`src/rtl/seg7_scan_encoder.sv`:
```
// Scans NDIG BCD digits onto one active-high 7-segment bus with a one-hot enable; 1-cycle output latency.
// load is accepted only while ready; new values go live at the next frame boundary (SEG7_BLANK_LEADING_ZERO_EN blanks leading zeros).
module seg7_scan_encoder #(
    parameter int NDIG        = 4,
    parameter int REFRESH_DIV = 1000
) (
    input  logic              clk,
    input  logic              rst,
    input  logic              load,
    output logic              ready,
    input  logic [4*NDIG-1:0] digits,
    output logic              a,
    output logic              b,
    output logic              c,
    output logic              d,
    output logic              e,
    output logic              f,
    output logic              g,
    output logic [NDIG-1:0]   an
);
    localparam int CNT_W = $clog2(REFRESH_DIV);
    localparam int IDX_W = $clog2(NDIG);

    logic [CNT_W-1:0]  cnt;
    logic [IDX_W-1:0]  idx;
    logic [4*NDIG-1:0] active;
    logic [4*NDIG-1:0] shadow;
    logic              pending;
    logic [6:0]        seg_q;
    logic [NDIG-1:0]   an_q;

    logic              cnt_wrap;
    logic              idx_last;
    logic              frame_end;
    logic              accept;
    logic [3:0]        cur_digit;
    logic              blank;
    logic [6:0]        seg_nxt;

    function automatic logic [6:0] encode(input logic [3:0] v);
        logic [6:0] s;
        case (v)
            4'd0:    s = 7'b1111110;
            4'd1:    s = 7'b0110000;
            4'd2:    s = 7'b1101101;
            4'd3:    s = 7'b1111001;
            4'd4:    s = 7'b0110011;
            4'd5:    s = 7'b1011011;
            4'd6:    s = 7'b1011111;
            4'd7:    s = 7'b1110000;
            4'd8:    s = 7'b1111111;
            4'd9:    s = 7'b1111011;
            default: s = 7'b0000000;
        endcase
        return s;
    endfunction

    assign ready     = ~pending;
    assign accept    = load & ready;
    assign cnt_wrap  = (cnt == CNT_W'(REFRESH_DIV - 1));
    assign idx_last  = (idx == IDX_W'(NDIG - 1));
    assign frame_end = cnt_wrap & idx_last;
    assign cur_digit = active[4*idx +: 4];

`ifdef SEG7_BLANK_LEADING_ZERO_EN
    // lz[i]: digit i and every digit above it are zero
    logic [NDIG-1:0] lz;
    always_comb begin
        lz = '0;
        lz[NDIG-1] = (active[4*NDIG-1 -: 4] == 4'd0);
        for (int i = NDIG - 2; i >= 0; i--) begin
            lz[i] = lz[i+1] & (active[4*i +: 4] == 4'd0);
        end
    end
    assign blank = (idx != '0) & lz[idx];
`else
    assign blank = 1'b0;
`endif

    assign seg_nxt = blank ? 7'b0000000 : encode(cur_digit);

    always_ff @(posedge clk or posedge rst) begin
        if (rst) begin
            cnt     <= '0;
            idx     <= '0;
            active  <= '0;
            shadow  <= '0;
            pending <= 1'b0;
            seg_q   <= '0;
            an_q    <= '0;
        end else begin
            cnt <= cnt_wrap ? '0 : cnt + 1'b1;
            if (cnt_wrap) begin
                idx <= idx_last ? '0 : idx + 1'b1;
            end
            // accept and transfer are mutually exclusive: accept needs pending low
            if (accept) begin
                shadow  <= digits;
                pending <= 1'b1;
            end else if (frame_end && pending) begin
                active  <= shadow;
                pending <= 1'b0;
            end
            seg_q <= seg_nxt;
            an_q  <= {{(NDIG-1){1'b0}}, 1'b1} << idx;
        end
    end

    assign {a, b, c, d, e, f, g} = seg_q;
    assign an = an_q;
endmodule

```
`config.mk`:
```
export PLATFORM = sky130hd
export DESIGN_NAME = seg7_scan_encoder
export DESIGN_NICKNAME = d
export VERILOG_FILES = /design/src/rtl/seg7_scan_encoder.sv
export SDC_FILE = /design/constraint.sdc
export NUM_CORES = 1
export LEC_CHECK = 0
export ABC_AREA = 1
export BUFFER_PORTS_ARGS = -buffer_cell sky130_fd_sc_hd__buf_2
export CAP_MARGIN = 20
export CORE_MARGIN = 10
export CORE_UTILIZATION = 45
export CTS_CLUSTER_DIAMETER = 40
export CTS_CLUSTER_SIZE = 8
export DETAILED_ROUTE_END_ITERATION = 10
export PLACE_DENSITY = 0.67
export RECOVER_POWER = 50
export SETUP_SLACK_MARGIN = 0.5
export SYNTH_ARGS = -nofsm -noshare
export SYNTH_HDL_FRONTEND = slang
export SYNTH_SLANG_ARGS = --single-unit
export TNS_END_PERCENT = 10
```
`constraint.sdc`:
```
create_clock -name clk -period 1.7 [get_ports clk]
set_input_delay 0.17 -clock clk [delete_from_list [all_inputs] [get_ports clk]]
set_output_delay 0.17 -clock clk [all_outputs]
set_load 0.02 [all_outputs]
```
# Yosys cells after proc, flatten, opt, wreduce, memory -nomap -nowiden
# Memories as Yosys holds them, arrays and structs flattened. A register that Yosys moved wholly into a read port is not among the register bits.
# Index checks and enable logic that the tools add are counted.
[classes]
addsub = 2
eq_ne = 2
n_shift = 2
mux = 4
bitwise = 4
reduce_logical = 3
[op_table]
columns = ["operator", "count"]
rows = [
  ["indexed part select 16 x 5 -> 4 bit", 1],
  ["adder 10 x 1 -> 10 bit, second input constant", 1],
  ["equality test 10 bit, second input constant", 1],
  ["2-to-1 mux 10 bit", 1],
  ["left shift 1 x 2 -> 4 bit, first input constant", 1],
  ["adder 2 x 1 -> 2 bit, second input constant", 1],
  ["bitwise AND 1 bit", 2],
  ["equality test 2 bit, second input constant", 1],
  ["2-to-1 mux 1 bit", 2],
  ["2-to-1 mux 2 bit", 1],
  ["NOT 1 bit", 2],
  ["AND reduction 2 bit", 1],
  ["nonzero test 2 bit", 1],
  ["logical AND 1 bit", 1],
]
[word_totals]
ff_bits = 49
mem_bits_ro = 112
inputBits = 19
output_inout_bits = 12
wordCells = 24
memories = 1
[memory_table]
columns = ["memory", "depth", "width", "read_ports", "rd_clocked_by_memory_dff", "wr", "line_no", "source"]
rows = [
  ["(name not given)", 16, 7, 1, 1, 0, "42", "case (v)"],
]

# Depth between registers and ports, before layout
[logic_depth]
ltp_word = 5
ltp_mapped = 11
depth_no_buf = 11

# Least setup slack after synthesis
# Ideal clock, no wire load.
[synth_timing]
path_kind = "register to register"
startpoint = "register idx[0]"
endpoint = "register seg_q[3]"
setup_time_ns = 0.119
arrival_time_ns = 1.548
required_time_ns = 1.581
setup_slack_ns = 0.033
stages_incl_launch_ff = 10
n_path_buf = 1
synth_period_minus_slack_ns = 1.667
cell_sequence = "dfrtp_1 -> buf_4 -> nand2_1 -> a32oi_1 -> inv_1 -> ha_1 -> nand3_1 -> nand2_1 -> nand2_1 -> nand2_1"
[synth_via]
elab_chain_len = 1
[synth_lines]
columns = ["item", "line_no", "source"]
rows = [
  ["start, declared", "25", "logic [IDX_W-1:0] idx;"],
  ["start signal, assigned", "94", "idx <= idx_last ? '0 : idx + 1'b1;"],
  ["indexed part select 16 x 5 -> 4 bit", "63", "assign cur_digit = active[4*idx +: 4];"],
  ["end, declared", "29", "logic [6:0] seg_q;"],
]
# Every way passes these cells.
# A chain may end at the register's enable or synchronous reset.

# Final worst setup path
[layout_timing]
startpoint = "register idx[0]"
endpoint = "register active[11]"
[layout_via]
elab_chain_len = 4
[layout_lines]
columns = ["item", "line_no", "source"]
rows = [
  ["equality test 2 bit", "61", "assign idx_last = (idx == IDX_W'(NDIG - 1));"],
  ["bitwise AND 1 bit", "62", "assign frame_end = cnt_wrap & idx_last;"],
  ["logical AND 1 bit", "100", "end else if (frame_end && pending) begin"],
  ["AND reduction 2 bit (no line)", "n/a", ""],
  ["end signal, assigned", "101", "active <= shadow;"],
  ["end, declared", "26", "logic [4*NDIG-1:0] active;"],
]
# Every way passes these cells.

==> results.sh <==
export IMPL_status="complete, no violations"
export IMPL_synth_nets=309
export IMPL_setup_worst_path_class="flip-flop to flip-flop"
export IMPL_r2r_end="active[11]$_DFFE_PP0P_"
export IMPL_timing_final_crit_share_pct=90.48
export IMPL_whs_ns=0.07730
export IMPL_synth_xor_area_share_pct=0.3372
export IMPL_grt_usage_pct=10.89
export IMPL_synth_compound_area_share_pct=11.13
export IMPL_cts_path_max_buffers=2
export IMPL_path_common_cell="buf_4"
export IMPL_cpMaxStageDelayCell="dfrtp_2"
export IMPL_path_max_fanout=10
export IMPL_async_reset_ff_share_pct=100.0
export IMPL_tightest_slew_ns=1.025
export IMPL_root_buffer="clkbuf_8"
export IMPL_synth_common_cells="dfrtp_1, nand2_1, inv_1"
export IMPL_rsz0062_at_grt="true"
export IMPL_grt_max_degree=35
export IMPL_grt_pass1_wl_um=8231
export IMPL_num_rows=27
export IMPL_crit_path_end="active[11]$_DFFE_PP0P_"
export IMPL_utilization_pct=55.69
export IMPL_via_per_inst=4.595
export IMPL_synth_most_common_cell="dfrtp_1"
export IMPL_synthMuxAreaShare_pct=0
export IMPL_pwr_share_comb_pct=5.3
export IMPL_synthTopCellsByArea="dfrtp_1, nand2_1, o21ai_2"
export IMPL_cts_buffers=5
export IMPL_crit_family="flip-flops"
export IMPL_cts_max_level=2
export IMPL_initial_utilization_pct=46.88
export IMPL_cts_sinks=56
export IMPL_fmax_ghz=0.6502
export IMPL_placement_io_buffers=30
export IMPL_cts_tree="yes"
export IMPL_hold_path_class="input port to flip-flop"
export IMPL_reg2reg_slack_ns=0.16
export IMPL_hold_viol=0
export IMPL_p_seq_share_pct=62.5
export IMPL_core_area_mm2=0.005540
export IMPL_synth_edf_count=0
export IMPL_vias=1829
export IMPL_grt_pass1_vias=1847
export IMPL_detail_route_antenna_nets=0
export IMPL_multiInputGateArea_mm2=0.001041
export IMPL_n_fill_cell=537
export IMPL_switching_share_pct=22.86
export IMPL_fin_crit_ns=1.538
export IMPL_syn_inst=279
export IMPL_grt_overflow=0
export IMPL_antenna_found_initial=0
export IMPL_wl_per_cell_um=11.26
export IMPL_gp_congestion=0.8170
export IMPL_path_depth=8
export IMPL_startpoint_type="flip-flop"
export IMPL_worst_slack_ns=0.1619
export IMPL_slew_viol_final=0
export IMPL_nets=355
export IMPL_diodes=0
export IMPL_path_cells="buf_4, ha_1, nand2_1, inv_1, nand2_4, buf_4, nand2_2, o21ai_2"
export IMPL_ys_seq_area_share_pct=53.95
export IMPL_die_w_um=95.98
export IMPL_io_pins=31
export IMPL_synth_top_family_by_area="simple AND/OR/NAND/NOR gates"
export IMPL_yosys_area_share_simple_pct=21.10
export IMPL_powerDensity_mw_per_mm2=717.9
export IMPL_clock_power_share_pct=32.2
export IMPL_chipHeight_um=95.98
export IMPL_synthAdderAreaFrac_pct=5.299
export IMPL_area_growth_pct=18.79
export IMPL_first_pass_iters=4
export IMPL_drc=0
export IMPL_critPathBufInv=3
export IMPL_dieArea_mm2=0.009211
export IMPL_crit_required_ns=1.94
export IMPL_cellLeakagePower_nw=1.547
export IMPL_r2r_cells=8
export IMPL_end_kind="flip-flop"
export IMPL_clock_latency_ns=0.30
export IMPL_setup_viol=0
export IMPL_final_setup_skew_ns=0.01367
export IMPL_r2r_start="idx[0]$_DFFE_PP0N_"
export IMPL_tns_ns=0
export IMPL_drt_initial_drc_count=84
export IMPL_relSlewSlack_pct=31.28
export IMPL_crit_start="idx[0]$_DFFE_PP0N_"
export IMPL_synth_flop_cell="dfrtp_1"
export IMPL_ys_warn_count=0
export IMPL_syn_area_mm2=0.002597
export IMPL_postRouteWirelength_um=4481
export IMPL_dp_hpwl_um=3320
export IMPL_synth_top_area_share_pct=53.95
export IMPL_area_sequential_mm2=0.001403
export IMPL_power_switching_mw=0.5063
export IMPL_path_clk_slew_ns=0.10
export IMPL_yosysUniqueCellTypes=25
export IMPL_crit_path_max_incr_delay_ns=0.48
export IMPL_cap_viol_max_count=0
export IMPL_intPower_mw=1.709
export IMPL_arrival_ns=1.78
export IMPL_synth_seq_cells=56
export IMPL_dpl_worst_slack_ns=0.02393
export IMPL_vdd_ir_drop_max_uv=580.5
export IMPL_yosys_area_top_type="dfrtp_1"
export IMPL_avgSynthCellArea_um2=9.310
export IMPL_drive_above_1_share_pct=28.83
-- layout make-up --
class / instances / area share [%]
tap: 72 / 2.920
multi-input combinational: 174 / 33.74
timing repair buffer: 46 / 9.773
inverter: 42 / 5.231
clock inverter: 2 / 0.5272
sequential: 56 / 45.46
clock buffer: 6 / 2.352
-- sequential cells by signal, indices dropped and copies added, names as in the netlist --
signal	flops
active	16
an	4
cnt	10
idx	2
pending	1
seg_q	7
shadow	16
-- worst register-to-register path, cell delays in order (launching register included) --
cell and delay [ns]:
dfrtp_2 0.48, buf_4 0.18, ha_1 0.23, nand2_1 0.07
inv_1 0.06, nand2_4 0.15, buf_4 0.20, nand2_2 0.06
o21ai_2 0.05
-- metal layers --
metal	part of all wire [%]	track usage (%)
met5	0	0
met4	0.27	1.474
met3	4.4	3.658
met2	44	16.76
met1	51	14.89
-- through the flow --
stage | instance area (um^2) | instances | total power, mW
6_report | 3085 | 398 | 2.215
5_1_grt | 3085 | 398 | 2.334
4_1_cts | 3044 | 397 | 2.242
3_5_place_dp | 2922 | 385 | 1.532
3_3_place_gp | 2922 | 385 | 1.526
2_1_floorplan | 2633 | 279 | 1.482
-- worst min-delay path by stage --
stage / from / cells after the start / to
detailed placement: rst / 2 / cnt[0]$_DFF_PP0_
finish: load / 3 / pending$_DFFE_PP0P_
CTS: load / 3 / pending$_DFFE_PP0P_
global route: load / 3 / pending$_DFFE_PP0P_
floorplan: rst / 1 / active[0]$_DFFE_PP0P_
global placement: rst / 2 / an[3]$_DFF_PP0_
-- cells by family (layout without fill, tap and decap cells) --
group,count (synthesis),count (layout)
fa+ha+maj,11,11
compound gates,44,44
simple gates,118,118
buf+inv,49,96
xor+xnor,1,1
flops,56,56
-- power groups by stage --
| stage | Combinational, mW | Sequential [mW] | Clock [mW] |
|---|---|---|---|
| after floorplan | 0.0729 | 1.41 | 0 |
| after global placement | 0.116 | 1.41 | 0 |
| after detailed placement | 0.120 | 1.41 | 0 |
| after CTS | 0.123 | 1.39 | 0.734 |
| after global routing | 0.140 | 1.39 | 0.803 |
| final | 0.118 | 1.38 | 0.713 |
-- cell usage in the layout, fill, tap and decap left out, types with 2 or more instances in the layout --
master,Yosys,routed
nand3_2,1,2
nand3_1,7,6
nand3b_1,2,2
buf_4,1,10
buf_12,0,2
nor3_1,3,3
clkbuf_1,0,13
inv_2,5,7
nand2_2,15,18
nand2_1,54,51
o21ai_2,17,17
ha_1,11,8
dfrtp_1,56,55
clkbuf_8,0,5
ha_4,0,3
a21oi_1,20,20
inv_1,37,33
nor2_1,32,32
buf_2,2,19
o21ai_0,5,5
-- what timing repair did --
item | CTS | global route
pin swaps | 3 | 6
cloned | 0 | 1
hold endpoints to repair | 22 | 0
endpoints found under the setup margin | 35 | 36
hold buffers | 1 | 0
setup buffers | 3 | 0
gates resized for setup | 2 | 9
No activity file was read; power rests on OpenSTA's default activity.
